`src/rtl/e1pkg.sv`:
```
// Shared constants for the E1 transmit path: frame geometry, TS0 words and idle fill.
package e1pkg;
  localparam int unsigned E1_NSLOT = 32;
  localparam int unsigned TSW      = $clog2(E1_NSLOT);

  localparam logic [7:0] FASW = 8'h9B;
  localparam logic [7:0] IDLE = 8'hFF;

  // Fixed-bit positions of the NFAS word; the low five bits carry Sa4..Sa8.
  localparam int unsigned NFAS_SI_BIT  = 7;
  localparam int unsigned NFAS_ONE_BIT = 6;
  localparam int unsigned NFAS_A_BIT   = 5;

  localparam logic [2:0] SP_MAX = 3'd7;

  function automatic logic [7:0] nfas_word(input logic abit, input logic [4:0] sabits);
    logic [7:0] w;
    w               = {3'b000, sabits};
    w[NFAS_SI_BIT]  = 1'b1;
    w[NFAS_ONE_BIT] = 1'b1;
    w[NFAS_A_BIT]   = abit;
    return w;
  endfunction
endpackage

```
`src/rtl/e1tscnt.sv`:
```
// Timeslot / frame-parity counter with request-spacing (slip) detection.
module e1tscnt
  import e1pkg::*;
(
  input  logic           clk2,
  input  logic           rst,
  input  logic           en,
  input  logic           acc,
  output logic [TSW-1:0] ts,
  output logic           fp,
  output logic           slip
);

  logic [TSW-1:0] ts_q;
  logic           fp_q;
  logic [2:0]     sp_q;
  logic           spv_q;
  logic           slip_q;

  // spv_q marks that a previous accept exists, so the first accept after
  // reset or enable never reports a slip.
  always_ff @(posedge clk2) begin
    if (rst || !en) begin
      ts_q   <= '0;
      fp_q   <= 1'b0;
      sp_q   <= '0;
      spv_q  <= 1'b0;
      slip_q <= 1'b0;
    end else begin
      slip_q <= acc && spv_q && (sp_q != SP_MAX);
      if (acc) begin
        sp_q  <= '0;
        spv_q <= 1'b1;
        if (ts_q == TSW'(E1_NSLOT - 1)) begin
          ts_q <= '0;
          fp_q <= ~fp_q;
        end else begin
          ts_q <= ts_q + 1'b1;
        end
      end else if (sp_q != SP_MAX) begin
        sp_q <= sp_q + 1'b1;
      end
    end
  end

  assign ts   = ts_q;
  assign fp   = fp_q;
  assign slip = slip_q;

endmodule

```
`src/rtl/e1txsched.sv`:
```
// E1 transmit timeslot scheduler: TS0 FAS/NFAS insertion, payload pop, idle fill on underrun.
module e1txsched
  import e1pkg::*;
#(
  parameter int unsigned UCNTW = 8
) (
  input  logic             clk2,
  input  logic             rst,
  input  logic             en,
  input  logic             req,
  input  logic             abit,
  input  logic [4:0]       sabits,
  input  logic [7:0]       pdat,
  input  logic             pvld,
  output logic             prd,
  output logic [7:0]       txdat,
  output logic [4:0]       tsnum,
  output logic             fodd,
  output logic             undr,
  output logic             slip,
  output logic [UCNTW-1:0] ucnt,
  input  logic             uclr
);

  logic           acc;
  logic           payload;
  logic [TSW-1:0] nts;
  logic           fp;
  logic [7:0]     byte_d;

  assign acc     = req & en & ~rst;
  assign payload = (nts != '0);
  assign prd     = acc & payload & pvld;

  e1tscnt u_tscnt (
    .clk2 (clk2),
    .rst  (rst),
    .en   (en),
    .acc  (acc),
    .ts   (nts),
    .fp   (fp),
    .slip (slip)
  );

  always_comb begin
    byte_d = IDLE;
    if (!payload) begin
      byte_d = fp ? nfas_word(abit, sabits) : FASW;
    end else if (pvld) begin
      byte_d = pdat;
    end
  end

  always_ff @(posedge clk2) begin
    if (rst || !en) begin
      txdat <= IDLE;
      tsnum <= '0;
      fodd  <= 1'b0;
      undr  <= 1'b0;
    end else begin
      undr <= acc & payload & ~pvld;
      if (acc) begin
        txdat <= byte_d;
        tsnum <= nts;
        fodd  <= fp;
      end
    end
  end

  // Counts the registered undr pulse; a clear coinciding with a pulse leaves 1.
  always_ff @(posedge clk2) begin
    if (rst) begin
      ucnt <= '0;
    end else if (uclr) begin
      ucnt <= {{(UCNTW - 1){1'b0}}, undr};
    end else if (undr && (ucnt != '1)) begin
      ucnt <= ucnt + 1'b1;
    end
  end

endmodule
```
`config.mk`:
```
export PLATFORM = sky130hd
export DESIGN_NAME = e1txsched
export DESIGN_NICKNAME = d
export VERILOG_FILES = /design/src/rtl/e1pkg.sv /design/src/rtl/e1tscnt.sv /design/src/rtl/e1txsched.sv
export SDC_FILE = /design/constraint.sdc
export NUM_CORES = 1
export LEC_CHECK = 0
export ABC_CLOCK_PERIOD_IN_PS = 2300
export BUFFER_PORTS_ARGS = -buffer_cell sky130_fd_sc_hd__buf_4
export CAP_MARGIN = 20
export CORE_MARGIN = 3
export CORE_UTILIZATION = 53
export CTS_BUF_LIST = sky130_fd_sc_hd__clkbuf_4
export CTS_CLUSTER_SIZE = 10
export DETAILED_ROUTE_END_ITERATION = 7
export PLACE_DENSITY = 0.81
export SKIP_CTS_REPAIR_TIMING = 1
export SYNTH_ARGS = -nofsm -noshare
export SYNTH_HDL_FRONTEND = slang
export SYNTH_SLANG_ARGS = --single-unit
```
`constraint.sdc`:
```
create_clock -name clk2 -period 2.3 [get_ports clk2]
set_input_delay 0 -clock clk2 [delete_from_list [all_inputs] [get_ports clk2]]
set_output_delay 0 -clock clk2 [all_outputs]
set_load 0.005 [all_outputs]
```
==> summary.md <==
| Metric | Value |
|---|---|
| Outcome | `finished, final reports clean` |
| Nature of the critical path endpoint | `flip-flop` |
| Slew headroom | `41.7%` |
| Max Clk Rate | `around 470 MHz` |
| DIE AREA | `approximately 3700 um2` |
| Pwr dens | `between 400 and 500 nW/um2` |
| Req. time, crit path | `2520 ps` |
| Vias in the first global route | `1348` |
| Clock root buffer master | `clkbuf_4` |
| Tot GR Track Use | `a little over a fifth` |
| Clk sink count | `34` |
| Total grt overflow | `0` |
| Vias | `~1500` |
| Clk slew on worst S/H paths | `around 100 ps` |
| Synth cell types | `40` |
| Maximum clock path buffer count | `2` |
| Post-Synthesis Cell Area | `around 1600 um2` |
| First-pass GRT wire length | `~5900 um` |
| Largest family of logic cells by synthesized area | `simple AND/OR/NAND/NOR gates` |
| Register area share after synthesis | `42.5%` |
| Post-Syn Instances | `~180` |
| Post-Route WL | `about 3800 um` |
| Setup violators final | `0` |
| Ys async rst share | `0%` |
| Clock latency at the later pin of the worst-skew pair | `roughly 330 ps` |
| Boundary pin count | `45` |
| Largest net degree at the start of global routing | `26` |
| Tmin final | `2120 ps` |
| Most common cell after layout, fill and taps aside | `buf_4` |
| Die Ht | `approximately 61 um` |
| Avg Inst Size Synth | `approximately 8.8 um2` |
| Met3 Usage GRT | `~4.3%` |
| Antenna violation net count after detailed routing | `0` |
| CP startpoint kind | `flip-flop` |
| Avg Vias per Cell | `just under 6` |
| Peak supply drop | `about 0.45 mV` |
| GR Util met2 | `34.0%` |
| Least-Margin Pin Slew | `about 870 ps` |
| Cell Rows | `19` |
| Post-DP HPWL | `around 2700 um` |
| GRT Max-Usage Layer | `met2` |
| H-Tree Depth | `2` |
| Yosys reg bits | `34` |
| Setup TNS | `0 ps` |
| Number of diodes | `0` |
| Fillers | `~210` |
| Most frequent cells in the layout | `buf_4, dfxtp_1, a21oi_1` |
| Crit share post-route | `roughly 92%` |
| Worst hold path type | `in -> reg` |
| GP Congestion | `0.807` |
| Post-synthesis adder-cell area fraction | `between 4 and 5%` |
| Syn_nets | `between 200 and 250` |
| Leakage power | `0.867 nW` |
| Drt wl/cell | `about 15 um` |
| Max_cap viols | `0` |
| Compound-Gate Fraction of Synth Area | `between 10% and 20%` |
| DRC viols | `0` |
| GR Layer Usage met1 | `27.8%` |
| Final Hold Viols | `0` |
| Mux contribution to synthesized area | `~7%` |
| CP arrival | `approximately 2300 ps` |
| Ys Warns | `0` |
| Share of cells above drive strength 1 | `22.3%` |
| Synth Area in Simple Gates | `roughly 26%` |
| Chip width | `61.0 um` |
| Worst-path maximum fanout | `7` |
| Num CTS Buffers | `5` |
| CTS tree | `done` |
| RSZ-0062 raised after global routing | `false` |
| Number of enable flip-flop cells after synthesis | `0` |
| Crit path kind | `reg -> reg` |
| Ys flop type | `dfxtp_1` |
| # port buffers | `44` |
| Layout Nets | `258` |
| Initial antenna violation count | `0` |
| Core area | `~2800 um2` |
| Max Transition Viols Final | `0` |
| First DRT Iteration DRCs | `between 100 and 150` |
| Max Clock Skew | `3.08 ps` |
| Post-Synth XOR/XNOR Area | `~1.1%` |
| DR pass1 iterations | `4` |
| Area growth syn-to-layout | `30.2%` |
| Share of the core filled with cells | `74.3%` |
| Starting density of the core | `57.0%` |
==> metal layers <==
metal	part of all wire (%)	routed length [um]
met5	0	0
met1	45	1710
met2	48	1840
met3	6.4	245
met4	1.0	40
==> critical path, stage by stage (launching register included) <==
cell	delay, ps
dfxtp_1	380
inv_1	80
ha_1	160
or4b_1	600
o211ai_1	150
nand3_1	90
dlygate4sd3_1	550
==> worst paths after layout <==
path / start / endpoint / slack [ps] / depth (start not counted)
setup / recovery: u_tscnt.ts[1]$_SDFFE_PP0P_ / txdat[5]$_SDFFE_PP1P_ / 180 / 6
hold / removal: pdat[6] / txdat[6]$_SDFFE_PP1P_ / 20 / 3
setup reg to reg: u_tscnt.ts[1]$_SDFFE_PP0P_ / txdat[5]$_SDFFE_PP1P_ / 180 / 6
hold reg to reg: u_tscnt.spv_q$_SDFFE_PP0P_ / u_tscnt.spv_q$_SDFFE_PP0P_ / 480 / 2
==> through the flow <==
| stage | area, um2 | hold WS, ps | power (mW) | setup WS, ps | cells |
|---|---|---|---|---|---|
| 3_3_place_gp | 1910 | 196 | 0.707 | 627 | 244 |
| 5_1_grt | 2080 | 12.6 | 1.07 | 39.2 | 264 |
| 2_1_floorplan | 1600 | 69.4 | 0.664 | 673 | 182 |
| 3_5_place_dp | 1910 | 199 | 0.710 | 568 | 244 |
| 4_1_cts | 1960 | -160 | 1.02 | 537 | 252 |
| 6_report | 2080 | 16.9 | 1.03 | 182 | 264 |
==> power by group <==
part / internal, mW / switching, mW / total (mW)
clock: 0.127 / 0.190 / 0.317
combinational: 0.0586 / 0.0509 / 0.110
sequential: 0.597 / 0.00601 / 0.603
==> layout make-up <==
cell class / count / area, um2 / area share [%]
Multi-Input combinational cell: 130 / 841 / 40.4
Sequential cell: 34 / 681 / 32.7
Timing Repair Buffer: 56 / 450 / 21.6
Clock buffer: 6 / 45.0 / 2.16
Tap cell: 31 / 38.8 / 1.86
Inverter: 5 / 18.8 / 0.901
Clock inverter: 2 / 8.76 / 0.420
==> Yosys cell counts (all sizes together), types with 2 or more instances <==
master,count,area (um2)
dfxtp,34,681
a21oi,16,80.1
nor2,15,56.3
o21ai,14,70.1
nor3,12,60.1
mux2i,11,110
clkbuf,9,33.8
nand2,8,30.0
ha,6,75.1
nand2b,5,31.3
nand3,5,25.0
nand4,5,31.3
buf,4,26.3
inv,4,15.0
and3,3,18.8
nand4b,3,26.3
a31oi,2,12.5
nor3b,2,15.0
nor4b,2,32.5
o211ai,2,15.0
or3,2,12.5
or4,2,15.0
xor2,2,17.5
==> sequential cells by signal (all words and copies together), names as in the netlist <==
signal         cells
fodd               1
tsnum              5
txdat              8
u_tscnt.fp         1
u_tscnt.slip       1
u_tscnt.sp_q       3
u_tscnt.spv_q      1
u_tscnt.ts         5
ucnt               8
undr               1
==> cells by family (layout without fill, tap and decap cells) <==
family | Yosys count | in the layout
AND/OR/NAND/NOR | 71 | 71
AO/OA/AOI/OAI | 40 | 40
flip-flops | 34 | 34
buffers and inverters | 18 | 69
multiplexers | 11 | 11
adder cells (fa/ha/maj) | 6 | 6
XOR/XNOR | 2 | 2
Power figures use the tool's default switching activity.
